[src/rtl/maxpool_ctrl_pkg.sv]
// Shared types and constants for the max-pool frame sequencer.
// Holds the FSM state encoding, error codes and the pooled-size helper.
package maxpool_ctrl_pkg;

  typedef enum logic [2:0] {
    S_IDLE  = 3'd0,
    S_CLR   = 3'd1,
    S_FEED  = 3'd2,
    S_DRAIN = 3'd3,
    S_DONE  = 3'd4
  } state_t;

  localparam logic [1:0] ERR_NONE    = 2'b00;
  localparam logic [1:0] ERR_TIMEOUT = 2'b01;
  localparam logic [1:0] ERR_OVF     = 2'b10;
  localparam logic [1:0] ERR_ABORT   = 2'b11;

  function automatic int pool_dim(
    input int n,
    input int k,
    input int s
  );
    return (n - k) / s + 1;
  endfunction

endpackage

[src/rtl/mp_addr_cnt.sv]
// Loadable up-counter with enable, clear and terminal-count flag.
// Clear wins over load, load wins over enable.
module mp_addr_cnt #(
  parameter int            AW = 16,
  parameter logic [AW-1:0] TC = '0
) (
  input  logic          clk,
  input  logic          rst,
  input  logic          i_clr,
  input  logic          i_load,
  input  logic [AW-1:0] i_load_val,
  input  logic          i_en,
  output logic [AW-1:0] o_cnt,
  output logic          o_tc
);

  logic [AW-1:0] r_cnt;

  always_ff @(posedge clk or posedge rst) begin
    if (rst) begin
      r_cnt <= '0;
    end else if (i_clr) begin
      r_cnt <= '0;
    end else if (i_load) begin
      r_cnt <= i_load_val;
    end else if (i_en) begin
      r_cnt <= r_cnt + 1'b1;
    end
  end

  assign o_cnt = r_cnt;
  assign o_tc  = (r_cnt == TC);

endmodule

[src/rtl/maxpool_seq_ctrl.sv]
// Frame sequencer: clears the pool array, streams one feature map in,
// captures pooled results and reports completion with error status.
module maxpool_seq_ctrl
  import maxpool_ctrl_pkg::*;
#(
  parameter int IMG_W     = 32,
  parameter int IMG_H     = 32,
  parameter int POOL_K    = 3,
  parameter int POOL_S    = 2,
  parameter int AW        = 16,
  parameter int DRAIN_MAX = 64
) (
  input  logic          clk,
  input  logic          rst,
  input  logic          i_start,
  input  logic          i_abort,
  input  logic          i_hold,
  output logic          o_busy,
  output logic          o_done,
  output logic          o_err,
  output logic [1:0]    o_err_code,
  output logic          o_in_rd_en,
  output logic [AW-1:0] o_in_rd_addr,
  output logic          o_pool_clr,
  output logic          o_pool_data_valid,
  input  logic          i_pool_valid,
  output logic          o_out_wr_en,
  output logic [AW-1:0] o_out_wr_addr
);

  localparam int OUT_W = pool_dim(IMG_W, POOL_K, POOL_S);
  localparam int OUT_H = pool_dim(IMG_H, POOL_K, POOL_S);
  localparam int N_IN  = IMG_W * IMG_H;
  localparam int N_OUT = OUT_W * OUT_H;
  localparam int TW    = $clog2(DRAIN_MAX + 1);

  localparam logic [AW-1:0] RD_LAST = AW'(N_IN - 1);
  localparam logic [AW-1:0] WR_FULL = AW'(N_OUT);
  localparam logic [AW-1:0] WR_LAST = AW'(N_OUT - 1);
  localparam logic [TW-1:0] T_LAST  = TW'(DRAIN_MAX - 1);

  state_t        r_state;
  state_t        w_next;
  logic          r_err;
  logic [1:0]    r_code;
  logic          r_pdv;
  logic [TW-1:0] r_tmr;

  logic          w_go;
  logic          w_act;
  logic          w_run;
  logic          w_abort;
  logic          w_rd;
  logic          w_wr;
  logic          w_ovf;
  logic          w_wr_full;
  logic          w_tmo;
  logic [AW-1:0] w_rd_cnt;
  logic [AW-1:0] w_wr_cnt;
  logic          w_rd_tc;
  logic          w_wr_tc;

  assign w_go    = (r_state == S_IDLE) && i_start;
  assign w_run   = (r_state == S_FEED) || (r_state == S_DRAIN);
  assign w_act   = w_run || (r_state == S_CLR);
  assign w_abort = w_act && i_abort;
  assign w_rd    = (r_state == S_FEED) && !i_hold && !i_abort;
  assign w_wr    = w_run && i_pool_valid && !w_wr_tc;
  assign w_ovf   = w_run && i_pool_valid && w_wr_tc;

  // Counts this cycle's write, so a last write on the timeout cycle succeeds
  assign w_wr_full = w_wr_tc || (w_wr && (w_wr_cnt == WR_LAST));
  assign w_tmo     = (r_state == S_DRAIN) && (r_tmr == T_LAST) && !w_wr_full;

  mp_addr_cnt #(
    .AW (AW),
    .TC (RD_LAST)
  ) u_rd_cnt (
    .clk        (clk),
    .rst        (rst),
    .i_clr      (w_go),
    .i_load     (1'b0),
    .i_load_val ('0),
    .i_en       (w_rd),
    .o_cnt      (w_rd_cnt),
    .o_tc       (w_rd_tc)
  );

  mp_addr_cnt #(
    .AW (AW),
    .TC (WR_FULL)
  ) u_wr_cnt (
    .clk        (clk),
    .rst        (rst),
    .i_clr      (w_go),
    .i_load     (1'b0),
    .i_load_val ('0),
    .i_en       (w_wr),
    .o_cnt      (w_wr_cnt),
    .o_tc       (w_wr_tc)
  );

  always_comb begin
    w_next = r_state;
    unique case (r_state)
      S_IDLE:  if (i_start) w_next = S_CLR;
      S_CLR:   w_next = i_abort ? S_DONE : S_FEED;
      S_FEED: begin
        if (i_abort)              w_next = S_DONE;
        else if (w_rd && w_rd_tc) w_next = S_DRAIN;
      end
      S_DRAIN: begin
        if (i_abort || w_wr_full || (r_tmr == T_LAST))
          w_next = S_DONE;
      end
      S_DONE:  w_next = S_IDLE;
      default: w_next = S_IDLE;
    endcase
  end

  always_ff @(posedge clk or posedge rst) begin
    if (rst) begin
      r_state <= S_IDLE;
      r_pdv   <= 1'b0;
      r_tmr   <= '0;
    end else begin
      r_state <= w_next;
      r_pdv   <= w_rd;
      r_tmr   <= (r_state == S_DRAIN) ? r_tmr + 1'b1 : '0;
    end
  end

  // First recorded error sticks; abort always takes over
  always_ff @(posedge clk or posedge rst) begin
    if (rst) begin
      r_err  <= 1'b0;
      r_code <= ERR_NONE;
    end else if (w_go) begin
      r_err  <= 1'b0;
      r_code <= ERR_NONE;
    end else if (w_abort) begin
      r_err  <= 1'b1;
      r_code <= ERR_ABORT;
    end else if (r_code == ERR_NONE) begin
      if (w_tmo) begin
        r_err  <= 1'b1;
        r_code <= ERR_TIMEOUT;
      end else if (w_ovf) begin
        r_err  <= 1'b1;
        r_code <= ERR_OVF;
      end
    end
  end

  assign o_busy            = w_act;
  assign o_done            = (r_state == S_DONE);
  assign o_err             = r_err;
  assign o_err_code        = r_code;
  assign o_in_rd_en        = w_rd;
  assign o_in_rd_addr      = w_rd_cnt;
  assign o_pool_clr        = (r_state == S_CLR);
  assign o_pool_data_valid = r_pdv;
  assign o_out_wr_en       = w_wr;
  assign o_out_wr_addr     = w_wr_cnt;

endmodule
[config.mk]
export PLATFORM = sky130hd
export DESIGN_NAME = maxpool_seq_ctrl
export DESIGN_NICKNAME = d
export VERILOG_FILES = /design/src/rtl/maxpool_ctrl_pkg.sv /design/src/rtl/mp_addr_cnt.sv /design/src/rtl/maxpool_seq_ctrl.sv
export SDC_FILE = /design/constraint.sdc
export NUM_CORES = 1
export LEC_CHECK = 0
export CAP_MARGIN = 20
export CORE_ASPECT_RATIO = 0.9
export CORE_UTILIZATION = 55
export CTS_CLUSTER_SIZE = 24
export DETAILED_ROUTE_END_ITERATION = 10
export HOLD_SLACK_MARGIN = 0.05
export PLACE_DENSITY = 0.84
export SLEW_MARGIN = 20
export SYNTH_ARGS = -nofsm -noshare
export SYNTH_HDL_FRONTEND = slang
export SYNTH_SLANG_ARGS = --single-unit
[constraint.sdc]
create_clock -name clk -period 5.48 [get_ports clk]
set_clock_uncertainty 0.15 [all_clocks]
set_input_delay 1.644 -clock clk [delete_from_list [all_inputs] [get_ports clk]]
set_output_delay 1.644 -clock clk [all_outputs]
set_load 0.1 [all_outputs]
# --- Word level (Yosys, flattened, before mapping) ---
# Cells that the tools add are included.
totals:
  reg_bits: 46
  in_bits: 6
  out_inout_bits: 41
classes:
  addsub: 3
  eq_ne: 11
  n_mux: 21
  n_reduce_logical: 28
ops:
  columns: ["operator", "n"]
  rows:
  - ["two-way mux 16 bit", 4]
  - ["adder 16 x 1 -> 16 bit (second input constant)", 2]
  - ["== test 16 x 8 -> 1 bit (second input constant)", 2]
  - ["== test 16 x 10 -> 1 bit (second input constant)", 1]
  - ["two-way mux 3 bit", 5]
  - ["case mux 3 bit (4 select lines)", 1]
  - ["logical AND 1 bit", 11]
  - ["two-way mux 2 bit", 5]
  - ["adder 7 x 1 -> 7 bit (second input constant)", 1]
  - ["== test 7 x 6 -> 1 bit (second input constant)", 1]
  - ["two-way mux 7 bit", 1]
  - ["== test 3 x 2 -> 1 bit (second input constant)", 2]
  - ["logical OR 1 bit", 5]
  - ["two-way mux 1 bit", 5]
  - ["zero test 1 bit", 4]
  - ["nonzero test 2 bit", 2]
  - ["nonzero test 4 bit", 1]
  - ["== test 3 x 1 -> 1 bit (second input constant)", 1]
  - ["== test 3 bit (second input constant)", 1]
  - ["zero test 3 bit", 1]
  - ["inequality test 3 x 2 -> 1 bit (second input constant)", 1]
  - ["AND reduction 3 bit", 1]
  - ["nonzero test 3 bit", 1]
  - ["zero test 2 bit", 1]
  - ["other kinds (3)", 3]

# --- Depth between registers and ports, before layout ---
logic_depth:
  word_depth: 12
  ltp_mapped: 6
  depth_no_buf: 6

# --- Modules after synthesis ---
# From an unflattened synthesis, not the netlist that was laid out.
hier_totals:
  cells_unflattened: 320
  area_unflattened_um2: 2951.6
by_module_without_submodules:
  columns: ["mod", "instances", "cells_per_inst", "area_per_inst_um2", "seq_area_each_um2"]
  rows:
  - ["mp_addr_cnt (u_wr_cnt)", 1, 122, 1074.8, 400.4]
  - ["mp_addr_cnt (u_rd_cnt)", 1, 116, 1058.5, 400.4]
  - ["maxpool_seq_ctrl", 1, 82, 818.3, 350.3]

# --- Worst setup path before layout ---
# Ideal clock, no wire load.
synth_timing:
  path_type: "input-to-output"
  start: "in i_abort"
  end: "out o_in_rd_en"
  arrival_ns: 3.735
  path_slack_ns: -0.049
  cell_stages: 3
  n_path_buf: 1
  path_cell_list: "or4b_4 > clkbuf_1 > nor2_1"
synth_between:
  elab_chain_len: 2
synth_lines:
  columns: ["element", "line_no", "rtl"]
  rows:
  - ["from (decl)", "maxpool_seq_ctrl.sv:16", "input logic i_abort,"]
  - ["zero test 1 bit", "maxpool_seq_ctrl.sv:67", "assign w_rd = (r_state == S_FEED) && !i_hold && !i_abort;"]
  - ["logical AND 1 bit", "maxpool_seq_ctrl.sv:67", null]
  - ["to (decl)", "maxpool_seq_ctrl.sv:22", "output logic o_in_rd_en,"]
# No other way between the ends.

# --- Worst setup path in the final report ---
# Ends and elaborated chain as after synthesis.

==> results.yml <==
final_layout:
  diodes: 0
  layout.nets: 309
  fin_util: 0.742
  areaGrowthSynthToFinish_pct: 27.2
  fill_cells: 312
  drive_gt1_frac: 0.0702
  stdcell_area_um2: 3060
critical_path:
  crit_fanout: 14
  slowest_delay_ns: 0.61
  path_cells: "clkdlybuf4s50_1, or4b_4, nor2_2, buf_12"
  cp_top_family: "simple AND/OR/NAND/NOR gates"
  arrival_ns: 3.20
  worstSetupPathType: "input port to output pin"
  crit_slowest_cell: "or4b_4"
  crit_path_end_kind: "output pin"
  worst-endpoint-required_ns: 3.69
  crit_buf_inv: 2
  startpoint_type: "input port"
floorplan:
  core-area_um2: 4130
  die_y_um: 64.8
  die_w_um: 71.8
  rows: 22
  start_util: 0.584
  io_pins: 47
  dieArea_um2: 4650
clock_tree:
  clkLatencyLatePin_ns: 0.30
  clock_sinks: 46
  cts_tree: "built"
  ctsHoldBuffers: 0
  cts-buffers-inserted: 5
  cts_setup_buffers: 0
  cts-root-buf: "clkbuf_8"
  htree_levels: 2
  clock_path_buffers: 2
  clkTransAtPathRegs_ns: 0.09
  cts_resized: 0
sta:
  fin_setup_tns_ns: 0
  fin_ws_ns: 0.483
  min_period_ns: 5.00
  setup_viol: 0
  maxSlewViolCount: 0
  hold_ws_ns: 0.341
  slew_headroom: 0.349
  hold_violations: 0
  rsz0062_at_grt: "no"
  clock.fmax_ghz: 0.200
  finalCritPeriodShare: 0.912
  tightest_slew_ns: 0.973
drt:
  postRouteAntennaNets: 0
  wl_met1_mm: 2.58
  top_layer: "met4"
  avgViaCountPerCell: 6.17
  wl_met2_mm: 2.52
  vias: 2140
  wl_met3_um: 261
  first_iter_violations: 215
  drc_errors: 0
  finalWirelength_mm: 5.46
  drtPass1Iterations: 4
  wl_per_cell_um: 15.7
synth:
  ys_ff_latch: 46
  synth_top_area_frac: 0.478
  synth_fp_nets: 262
  synth.distinct_cells: 41
  synth_edf_count: 0
  yosysSeqAreaShare: 0.478
  ys_async_sr_fraction: 1.00
  yosysMostFrequentCell: "dfrtp_1"
  ys.flop_type: "dfrtp_1"
  synth_warnings: 0
  netlist_area_um2: 2410
  syn_area_per_cell_um2: 9.60
  netlist_top_cells_count: "dfrtp_1, nor2_1, a21oi_1"
  yosysTopAreaCell: "dfrtp_1"
  synthCells: 251
  ys_top_cells_by_area: "dfrtp_1, xnor2_1, nor2_1"
grt:
  grt_pass1_wl_mm: 9.12
  grt_max_degree: 47
  antenna_found_initial: 0
  grt_overflow: 0
  grtUsageTotal: 0.255
  grt_pass1_vias: 1982
power_and_ir_drop:
  p_leak_nw: 1.26
  vdd.ir_drop.worst_mv: 0.258
  power_density_nw_per_um2: 362
placed_design:
  routabilityCongestion: 0.822
  numPortBuffers: 46
  pre_cts_ws_ns: 0.511
  hpwl_mm: 3.71
  postPlaceCellArea_um2: 2950
hold_path:
  hold_path_class: "flip-flop to flip-flop"
flow_run:
  maxCapViolations: 0
outcome:
  status: "completed"
## stage by stage
step / total power, mW / instances
3_3_place_gp: 0.849 / 339
3_5_place_dp: 0.857 / 339
2_1_floorplan: 0.744 / 251
5_1_grt: 1.15 / 347
6_report: 1.11 / 347
4_1_cts: 1.11 / 347
## cells in the final DEF (no fill, tap or decap), drive strengths merged, types with 5 or more instances in the layout
cell,Yosys,routed
buf,0,6
and3,5,5
nand4,10,10
clkbuf,10,5
nand2,15,15
xor2,7,7
xnor2,12,12
ha,5,5
or3,9,9
a21oi,18,18
o21ai,12,12
inv,7,7
nor2,26,26
nor4,9,9
nand3,14,14
clkdlybuf4s50,0,44
dfrtp,46,46
## sequential cells by signal, summed over array words and instances (netlist names)
name / cells
o_err: 1
u_rd_cnt.o_cnt: 16
r_state: 3
o_pool_data_valid: 1
r_tmr: 7
u_wr_cnt.o_cnt: 16
o_err_code: 2
## cells by family after synthesis
family / count (synthesis) / share of synthesized area
DFF: 46 / 0.478
AOI/OAI and AO/OA: 44 / 0.110
buffers and inverters: 17 / 0.0265
xor gates and xnor gates: 19 / 0.0691
adders and majority gates: 5 / 0.0260
and+or+nand+nor: 116 / 0.274
muxes: 4 / 0.0166
## area by class of cell
class,instances,area (um^2),area share
Multi-Input combinational cell,188,1200,0.393
Timing Repair Buffer,50,510,0.167
Tap cell,48,60.1,0.0196
Clock inverter,3,43.8,0.0143
Clock buffer,5,68.8,0.0225
Inverter,7,26.3,0.00857
Sequential cell,46,1150,0.376
## worst register-to-register path, stage by stage (launching register included)
cell	delay [ns]
dfrtp_1	0.61
or4b_4	0.63
nor4_2	0.59
a31oi_1	0.17
a41o_1	0.23
## where the power goes
| group | switching (mW) | internal [mW] |
|---|---|---|
| Sequential | 0.0505 | 0.364 |
| Clock | 0.121 | 0.137 |
| Combinational | 0.320 | 0.116 |
| Total | 0.492 | 0.617 |
## routing by layer
layer,GRT usage,vias up
met2,0.395,80
met3,0.0404,10
met4,0.108,0
met1,0.359,1031
met5,0,-
li1,-,1019
## final timing paths
kind | startpoint | end | slack [ns] | depth (start not counted)
worst max-delay path | i_abort | o_in_rd_en | 0.48 | 4
worst min-delay path | r_tmr[0]$_DFF_PP0_ | r_tmr[0]$_DFF_PP0_ | 0.34 | 1
worst max register to register | r_state[1]$_DFFE_PP0P_ | u_rd_cnt.o_cnt[15]$_DFFE_PP0P_ | 3.00 | 4
worst min register to register | r_tmr[0]$_DFF_PP0_ | r_tmr[0]$_DFF_PP0_ | 0.34 | 1
max in group asynchronous | rst | u_rd_cnt.o_cnt[10]$_DFFE_PP0P_ | 3.15 | 3
min in group asynchronous | rst | u_wr_cnt.o_cnt[10]$_DFFE_PP0P_ | 1.65 | 3
(Power assumes the default switching activity.)
